`src/rtl/trng_sampler.sv`:
```
// trng_sampler: synchronises a raw oscillator bit, samples it, debiases it with a von Neumann
// corrector, health-checks repetition runs and packs the result into bytes on valid/ready.
module trng_sampler #(
    parameter int SAMPLE_DIV = 8,
    parameter int REP_LIMIT  = 32
) (
    input  logic       clk,
    input  logic       rst_n,
    input  logic       en,
    input  logic       rnd_in,
    output logic [7:0] data_o,
    output logic       valid_o,
    input  logic       ready_i,
    output logic       fault_o
);
    logic       r1, s, run, strobe, phase, first, last, emit, trip, xfer, full;
    logic [7:0] div_cnt, rep_cnt, sh, nb;
    logic [2:0] bit_cnt;
    assign run    = en && !fault_o;
    assign strobe = run && div_cnt == 8'(SAMPLE_DIV - 1);
    assign emit   = strobe && phase && first != s;
    assign trip   = rep_cnt == 8'(REP_LIMIT);
    assign xfer   = valid_o && ready_i;
    assign nb     = {sh[6:0], first};
    always_ff @(posedge clk or negedge rst_n)
        if (!rst_n) begin
            r1      <= 1'b0;
            s       <= 1'b0;
            div_cnt <= '0;
        end else begin
            r1      <= rnd_in;
            s       <= r1;
            div_cnt <= (strobe || !run) ? 8'd0 : div_cnt + 8'd1;
        end
    // rep_cnt==0 marks "no previous sample" so the first sample after enable starts a fresh run
    always_ff @(posedge clk or negedge rst_n)
        if (!rst_n) begin
            rep_cnt <= '0;
            last    <= 1'b0;
            phase   <= 1'b0;
            first   <= 1'b0;
        end else if (!run) begin
            rep_cnt <= '0;
            phase   <= 1'b0;
        end else if (strobe) begin
            rep_cnt <= (rep_cnt != 0 && s == last) ? rep_cnt + 8'd1 : 8'd1;
            last    <= s;
            phase   <= !phase;
            if (!phase)
                first <= s;
        end
    always_ff @(posedge clk or negedge rst_n)
        if (!rst_n) begin
            data_o  <= '0;
            valid_o <= 1'b0;
            fault_o <= 1'b0;
            full    <= 1'b0;
            sh      <= '0;
            bit_cnt <= '0;
        end else if (fault_o || trip) begin
            fault_o <= 1'b1;
            valid_o <= 1'b0;
            full    <= 1'b0;
            bit_cnt <= '0;
        end else begin
            if (xfer) begin
                valid_o <= full;
                if (full) begin
                    data_o <= sh;
                    full   <= 1'b0;
                end
            end
            if (!en)
                bit_cnt <= '0;
            else if (emit && !full) begin
                sh      <= nb;
                bit_cnt <= bit_cnt + 3'd1;
                // a completed byte parks in sh when the output slot is still occupied
                if (bit_cnt == 3'd7) begin
                    if (!valid_o || xfer) begin
                        data_o  <= nb;
                        valid_o <= 1'b1;
                    end else
                        full <= 1'b1;
                end
            end
        end
endmodule
```
`config.mk`:
```
export PLATFORM = sky130hd
export DESIGN_NAME = trng_sampler
export DESIGN_NICKNAME = d
export VERILOG_FILES = /design/src/rtl/trng_sampler.sv
export SDC_FILE = /design/constraint.sdc
export NUM_CORES = 1
export LEC_CHECK = 0
export CELL_PAD_IN_SITES_DETAIL_PLACEMENT = 0
export CELL_PAD_IN_SITES_GLOBAL_PLACEMENT = 1
export CORE_ASPECT_RATIO = 0.7
export CORE_MARGIN = 10
export CORE_UTILIZATION = 35
export CTS_CLUSTER_DIAMETER = 50
export DETAILED_ROUTE_END_ITERATION = 6
export GPL_TIMING_DRIVEN = 0
export PLACE_DENSITY = 0.67
export SETUP_SLACK_MARGIN = 0.5
export SYNTH_ARGS = -nofsm -noshare
export SYNTH_HDL_FRONTEND = slang
export SYNTH_SLANG_ARGS = --single-unit
```
`constraint.sdc`:
```
create_clock -name clk -period 5 [get_ports clk]
set_input_delay 1.25 -clock clk [delete_from_list [all_inputs] [get_ports clk]]
set_output_delay 1.25 -clock clk [all_outputs]
set_load 0.05 [all_outputs]
```
== Word-level counts from Yosys, hierarchy flattened ==
Index checks and enable logic that the tools add are counted.

* Div/mod/pow operators: 0
* Add/sub/neg operators: 3
* Multipliers: 0
* $lt $le $gt $ge: 0
* Mux-type cells: 27
* Reduce and logical (&&, ||, !) cells: 19
* Bitwise operators: 2
* Equality and inequality tests: 7
* Shift operators: 0

{| class="wikitable"
|+ Operators by type and width
! cell !! count
|-
| 2-to-1 mux 8 bit || 10
|-
| adder 8 x 1 -> 8 bit (second input constant) || 2
|-
| 2-to-1 mux 1 bit || 14
|-
| 2-to-1 mux 3 bit || 3
|-
| equality test 8 x 3 -> 1 bit (second input constant) || 1
|-
| equality test 8 x 6 -> 1 bit (second input constant) || 1
|-
| nonzero test 8 bit || 1
|-
| logical AND 1 bit || 7
|-
| AND reduction 3 bit || 2
|-
| logical NOT 1 bit || 5
|-
| adder 3 x 1 -> 3 bit (second input constant) || 1
|-
| equality test 3 bit (second input constant) || 1
|-
| logical OR 1 bit || 3
|-
| != test 3 x 1 -> 1 bit (second input constant) || 1
|-
| != test 2 x 1 -> 1 bit (second input constant) || 1
|-
| NOT 1 bit || 2
|-
| AND reduction 2 bit || 1
|-
| equality test 1 bit || 1
|-
| != test 1 bit || 1
|}

* Memories kept: 0
* Input bits: 5
* Logic and storage cells: 71
* Bits in latches: 0
* Output and inout bits: 10
* RAM bits: 0
* Register bits after elaboration: 43
* ROM bits: 0

== Longest topological paths before layout ==
Gate-level depths: netlist (run 1).

* Depth after elaboration: 9
* Mapped depth: 7
* Mapped depth without buffers: 6

== Worst setup path before layout (run 1) ==
OpenSTA, ideal clock, no wires.

* Kind: input to register
* Start point: input en
* End point: register sh[0]
* Required time: 4,875 ps
* Slack: 2,494 ps
* Library setup time: 125 ps
* Cell stages on the path: 4
* Arrival: 2,382 ps
* Path through: and2b_1 -> nand3_4 -> nor4_4 -> mux2_2

* Longest elaborated chain between the ends: 6

{| class="wikitable"
|+ RTL lines
! item !! line !! text
|-
| from (decl) || 9 || <nowiki>input logic en,</nowiki>
|-
| logical AND 1 bit || 19 || <nowiki>assign run = en && !fault_o;</nowiki>
|-
| logical AND 1 bit || 20 || <nowiki>assign strobe = run && div_cnt == 8'(SAMPLE_DIV - 1);</nowiki>
|-
| logical AND 1 bit (2 in series) || 21 || <nowiki>assign emit = strobe && phase && first != s;</nowiki>
|-
| logical AND 1 bit || 75 || <nowiki>else if (emit && !full) begin</nowiki>
|-
| AND reduction 3 bit (no source line) (*) || n/a ||
|-
| to (signal assigned) || 76 || <nowiki>sh <= nb;</nowiki>
|-
| to (decl) || 17 || <nowiki>logic [7:0] div_cnt, rep_cnt, sh, nb;</nowiki>
|}

Every way passes the cells marked *; elsewhere a longest branch is shown, timed or not.
A chain may end at the register's enable or synchronous reset.

== Worst setup path in the final report (run 1) ==
* Start point: input en
* End point: register sh[7]

The elaborated chain is that of the path after synthesis.

==> results.ini, run 1 <==
[sta]
setup_viol=0
clock_skew_ps=8.28
slew_headroom_pct=41.2
fin_tns_setup_ps=0
grt_setup_unrepaired=no
holdWs_ps=358
period_needed_ps=3000
hold_viol=0
min_period_over_period_pct=60.1
fmax_ghz=0.333
drv_slew=0
worstMarginPinSlew_ps=878

[worst_setup_path]
crit_fanout=8
r2r_start=rep_cnt[4]
slowest_delay_ps=610
crit_path_start=en
worstSetupStartpointType=primary input
end_kind=flip-flop
crit_arrival_ps=3190
slowest_stage=nor4_4
cp.required_ps=5180
crit_type=in2reg
path_cells=clkdlybuf4s50_1 -> and2b_1 -> nand3_4 -> nor4_4 -> mux2_2

[clocking]
clockBufferDepth=2
cts_tree=built
root_buffer=clkbuf_8
cts_made_buffers=5
cts_hold_buf=0
cts_setup_buffers=0
numClockSinks=43
h-tree-depth=2
clkLatencyLatePin_ps=300
ctsResizeCount=0
clkTransAtPathRegs_ps=90

[logic_synthesis]
synthCells=185
synth_enable_flop_cells=0
synthesis.area_mm2=0.00212
syn_nets=195
ys_ff_latch=43
ys_seq_area_share_pct=50.7
yosysMostFrequentCell=dfrtp_1
synth_top_cell_by_area=dfrtp_1
synth_top_area_share_pct=50.7
synthTopCellsByArea=dfrtp_1 51%, mux2_2 5.3%, a221o_1 3.8%
ys_top_cells_by_count=43 x dfrtp_1, 16 x nor2_1, 11 x nand3_1
yosysUniqueCellTypes=46
postSynthAreaPerCell_um2=11.5
ys.flop_type=dfrtp_1
ys_warn_count=0
synthArstFlopShare_pct=100

[power]
p_sw_uw=161
switching_share_pct=23.8
ir_drop_mv=0.117
seq_power_share_pct=52.6
share_comb_of_total_power_pct=5.6
total_power_uw=676
internal_power_uw=515
p_leak_nw=1.12
clkPwrFrac_pct=41.8
p_per_area_mw_per_mm2=271

[min_path]
min_from=r1
hold_path.class=reg2reg

[status]
outcome=finished, final reports clean

[floorplanning]
die_h_um=85.1
core_mm2=0.00581
start_util_pct=36.5
die_area_mm2=0.00962
rows=23
die_x_um=113
io_pins=15

[final_layout]
areaGrowthSynthToFinish_pct=17.5
drive_above_1_share_pct=14.9
fin_cells=283
antenna_cells=0
nets=217
final.fill_count=553

[routing]
route.met3.wl_um=175
dr.pass1.iters=4
via_per_inst=5.39
drc=0
wl_met2_um=1860
wl_met1_um=2570
first_iter_violations=67
top_layer=met4
antenna_left=0
wl_per_cell_um=16.5
vias=1524
wirelength_um=4660

[grt]
grt_pass1_wl_um=7850
grt_max_degree=24
grt.total_usage_pct=9.96
grt_overflow=0
antenna_found_initial=0
grt_pass1_vias=1479

[placed_design]
placedCellCount=275
place.port_buffers=14
place_congestion=0.751
dp_hpwl_um=3410

[job]
maxCapViolations=0

-- kinds of logic after synthesis --
| family | after synthesis | synth area share [%] |
|---|---|---|
| simple gates | 72 | 22.2 |
| flops | 43 | 50.7 |
| compound gates | 35 | 12.3 |
| mux | 12 | 6.25 |
| xor+xnor | 10 | 4.13 |
| buf+inv | 8 | 1.47 |
| fa+ha+maj | 5 | 2.95 |
-- registers in the layout (all words and copies together), names as in the netlist, 3 cells and up --
name,cells
bit_cnt,3
sh,8
div_cnt,8
data_o,8
rep_cnt,8
-- per-layer routing --
layer	track usage [%]	vias to the layer above
met1	15.0	752
met2	12.9	27
met4	2.76	0
met5	0	-
met3	3.16	6
li1	-	739
-- path summary, 6_finish.rpt --
| check | to | slack [ps] | cells after the start |
|---|---|---|---|
| setup / recovery | sh[7] | 2000 | 5 |
| hold / removal | s | 360 | 0 |
| setup reg to reg | data_o[2] | 2650 | 5 |
| hold reg to reg | s | 360 | 0 |
| max in group asynchronous | div_cnt[6] | 3570 | 2 |
| min in group asynchronous | sh[3] | 930 | 1 |
-- power by group through the flow --
stage | clock, mW | combinational, mW | sequential (mW)
CTS | 0.291 | 0.0385 | 0.356
global placement | 0 | 0.0361 | 0.363
detailed placement | 0 | 0.0382 | 0.362
finish | 0.283 | 0.0376 | 0.355
floorplan | 0 | 0.0144 | 0.365
global route | 0.309 | 0.0419 | 0.356
-- cells in the final DEF, fill, tap and decap left out, types with 4 or more instances in the layout --
cell type | synthesis | layout
nand2_1 | 5 | 5
and2_1 | 9 | 9
mux2_2 | 10 | 10
a221o_1 | 8 | 8
ha_1 | 5 | 5
xor2_1 | 7 | 7
o21ai_0 | 4 | 4
clkbuf_8 | 0 | 5
nor2_1 | 16 | 16
nand3_1 | 11 | 11
clkdlybuf4s50_1 | 0 | 13
dfrtp_1 | 43 | 43
and3_1 | 4 | 4
a21oi_1 | 10 | 10
inv_1 | 4 | 4
-- worst max-delay path, delay by kind of cell --
kind,cells,cell delay [ps]
buf+inv,1,520
mux,1,420
simple gates,3,1010
-- final cells by class --
| cell class | count | area (um2) | area share [%] |
|---|---|---|---|
| plain buffers | 4 | 16.3 | 0.653 |
| clock buffers | 5 | 68.8 | 2.76 |
| clock inverters | 3 | 46.3 | 1.86 |
| inverters | 4 | 15.0 | 0.602 |
| multi-input cells | 134 | 1010 | 40.7 |
| flip-flops and latches | 43 | 1080 | 43.2 |
| well taps | 75 | 93.8 | 3.77 |
| repair buffers | 15 | 163 | 6.53 |
-- per-stage QoR --
stage / utilization [%] / setup WS [ps] / instance area (um2)
after global routing: 42.9 / 1840 / 2490
after CTS: 42.9 / 2000 / 2490
after global placement: 40.5 / 1480 / 2350
final: 42.9 / 2000 / 2490
after floorplan: - / 2490 / 2120
after detailed placement: 40.9 / 1670 / 2380
Note: power is estimated with default switching activity, not from simulation.
==> run 2: changes to the inputs <==
--- a/config.mk
+++ b/config.mk
@@ -13,7 +13,7 @@
 export CTS_CLUSTER_DIAMETER = 50
 export DETAILED_ROUTE_END_ITERATION = 6
 export GPL_TIMING_DRIVEN = 0
-export PLACE_DENSITY = 0.67
+export PLACE_DENSITY = 0.69
 export SETUP_SLACK_MARGIN = 0.5
 export SYNTH_ARGS = -nofsm -noshare
 export SYNTH_HDL_FRONTEND = slang
==> constraint.sdc (replaced) <==
create_clock -name clk -period 2.5 [get_ports clk]
set_input_delay 0.625 -clock clk [delete_from_list [all_inputs] [get_ports clk]]
set_output_delay 0.625 -clock clk [all_outputs]
set_load 0.05 [all_outputs]
==> results.ini, run 2 (synthesized netlist as in run 1, its figures left out) <==
[clocking]
h-tree-depth=2  ; unchanged
numClockSinks=43  ; unchanged
root_buffer=clkbuf_8
cts_made_buffers=5  ; unchanged
cts_hold_buf=0  ; unchanged
cts_tree=built
clkTransAtPathRegs_ps=80  ; about the same
clockBufferDepth=2  ; unchanged
clkLatencyLatePin_ps=300  ; about the same

[floorplanning]
start_util_pct=36.5  ; unchanged
die_area_mm2=0.00962  ; unchanged
die_x_um=113  ; unchanged
rows=23  ; unchanged
io_pins=15  ; unchanged
core_mm2=0.00581  ; unchanged
die_h_um=85.1  ; unchanged

[sta]
period_needed_ps=1950
min_period_over_period_pct=78.1
fmax_ghz=0.512
drv_slew=0  ; unchanged
setup_viol=0  ; unchanged
hold_viol=0  ; unchanged
fin_tns_setup_ps=0  ; unchanged
worstMarginPinSlew_ps=577  ; -301 ps
clock_skew_ps=6.30  ; -1.99 ps
slew_headroom_pct=61.1  ; +20 points
grt_setup_unrepaired=yes

[routing]
first_iter_violations=56  ; -16%
wirelength_um=4850  ; +4.1%
via_per_inst=5.28  ; -1.9%
dr.pass1.iters=4  ; unchanged
antenna_left=0  ; unchanged
wl_per_cell_um=16.3  ; -1.2%
vias=1574  ; +3.3%
drc=0  ; unchanged

[power]
p_leak_nw=1.24  ; +10%
p_per_area_mw_per_mm2=487  ; +80%
ir_drop_mv=0.183  ; +56%

[worst_setup_path]
crit_fanout=8  ; unchanged
worst-path-buf-inv=2  ; +1
path_cells=clkdlybuf4s50_1 -> nor2b_1 -> nor3_4 -> and3_1 -> clkbuf_4 -> a221o_1
slowest_delay_ps=470  ; -140 ps
crit_type=in2reg
r2r_start=rep_cnt[4]
crit_end=data_o[4]
worstSetupStartpointType=primary input
slowest_stage=clkdlybuf4s50_1
crit_path_start=ready_i
end_kind=flip-flop
crit_arrival_ps=2140  ; -1050 ps
rr_worst_depth=6  ; +1
r2r_end=sh[0]
crit_cells=6  ; +1
cpLargestDelayFamily=buffers and inverters
r2r_setup_slack_ps=600  ; -2050 ps
cp.required_ps=2680  ; -2500 ps

[final_layout]
final.fill_count=550  ; -0.54%
seqCellArea_mm2=0.00108  ; +0.23%
nets=232  ; +6.9%
drive_above_1_share_pct=26.0  ; +11 points
layout_commonest_cell=dfrtp_1
areaGrowthSynthToFinish_pct=25.0
final_util_pct=45.6  ; +2.7 points
antenna_cells=0  ; unchanged
layout_common_cells=41 x dfrtp_1, 15 x nor2_1, 15 x buf_4
multi_input_area_mm2=0.00109  ; +7.2%

[grt]
grt_pass1_wl_um=8370  ; +6.7%
grt_max_degree=31  ; +29%
grt_pass1_vias=1577  ; +6.6%
grt_overflow=0  ; unchanged
antenna_found_initial=0  ; unchanged
grt.total_usage_pct=10.6  ; +0.62 points

[status]
outcome=finished, final reports clean

[placed_design]
dp_hpwl_um=3360  ; -1.3%
place_congestion=0.729  ; -3.0%
place.port_buffers=14  ; unchanged

[job]
maxCapViolations=0  ; unchanged

[min_path]
hold_path.class=in2async

==> run 2: where the power goes <==
part,switching (mW),internal [mW],total (mW),leakage [nW]
sequential,0.00990,0.702,0.712,0.590
combinational,0.0551,0.0321,0.0871,0.597
clock,0.241,0.251,0.492,0.0505
==> run 2: how the worst min path moves through the flow <==
stage / start / end
6_report: rst_n / div_cnt[6]
5_1_grt: rst_n / bit_cnt[1]
4_1_cts: rst_n / div_cnt[6]
3_5_place_dp: r1 / s
3_3_place_gp: r1 / s
2_1_floorplan: rst_n / bit_cnt[0]
==> run 2: repair_timing <==
item                                    in CTS  in global routing
endpoints found under the setup margin      38                 17
gates cloned                                 0                  0
resized for setup                           21                 11
pin swaps                                    1                  5
setup buffers                                3                 12
==> run 2: worst reg2reg max path, stage by stage (launching register included) <==
cell and delay, ps:
dfrtp_1 370, clkbuf_2 180, or4_4 570, nor2_2 190, nor4_4 50, buf_4 160
mux2_2 270
==> run 2: final cells by class <==
cell class	instances	share of cell area, %
plain buffers	4	0.755
clock buffers	7	3.63
clock inverters	1	0.283
inverters	4	0.566
multi-input cells	134	41.0
flip-flops and latches	43	40.7
well taps	75	3.54
repair buffers	30	9.58
==> run 2: routing by layer <==
| metal | GRT usage (%) | wire length [um] | part of all wire, % |
|---|---|---|---|
| met1 | 15.1 | 2550 | 53 |
| met2 | 14.8 | 1960 | 40 |
| met3 | 2.95 | 273 | 5.6 |
| met4 | 3.45 | 66 | 1.4 |
| met5 | 0 | 0 | 0 |
==> run 2: per-stage QoR <==
step	area, um2	setup WS, ps	power (mW)	std cells	hold WS (ps)
floorplan	2120	509	0.758	185	329
CTS	2530	485	1.30	286	214
global route	2650	495	1.35	298	233
finish	2650	548	1.29	298	221
global placement	2350	-406	0.799	274	333
detailed placement	2370	-201	0.801	275	346
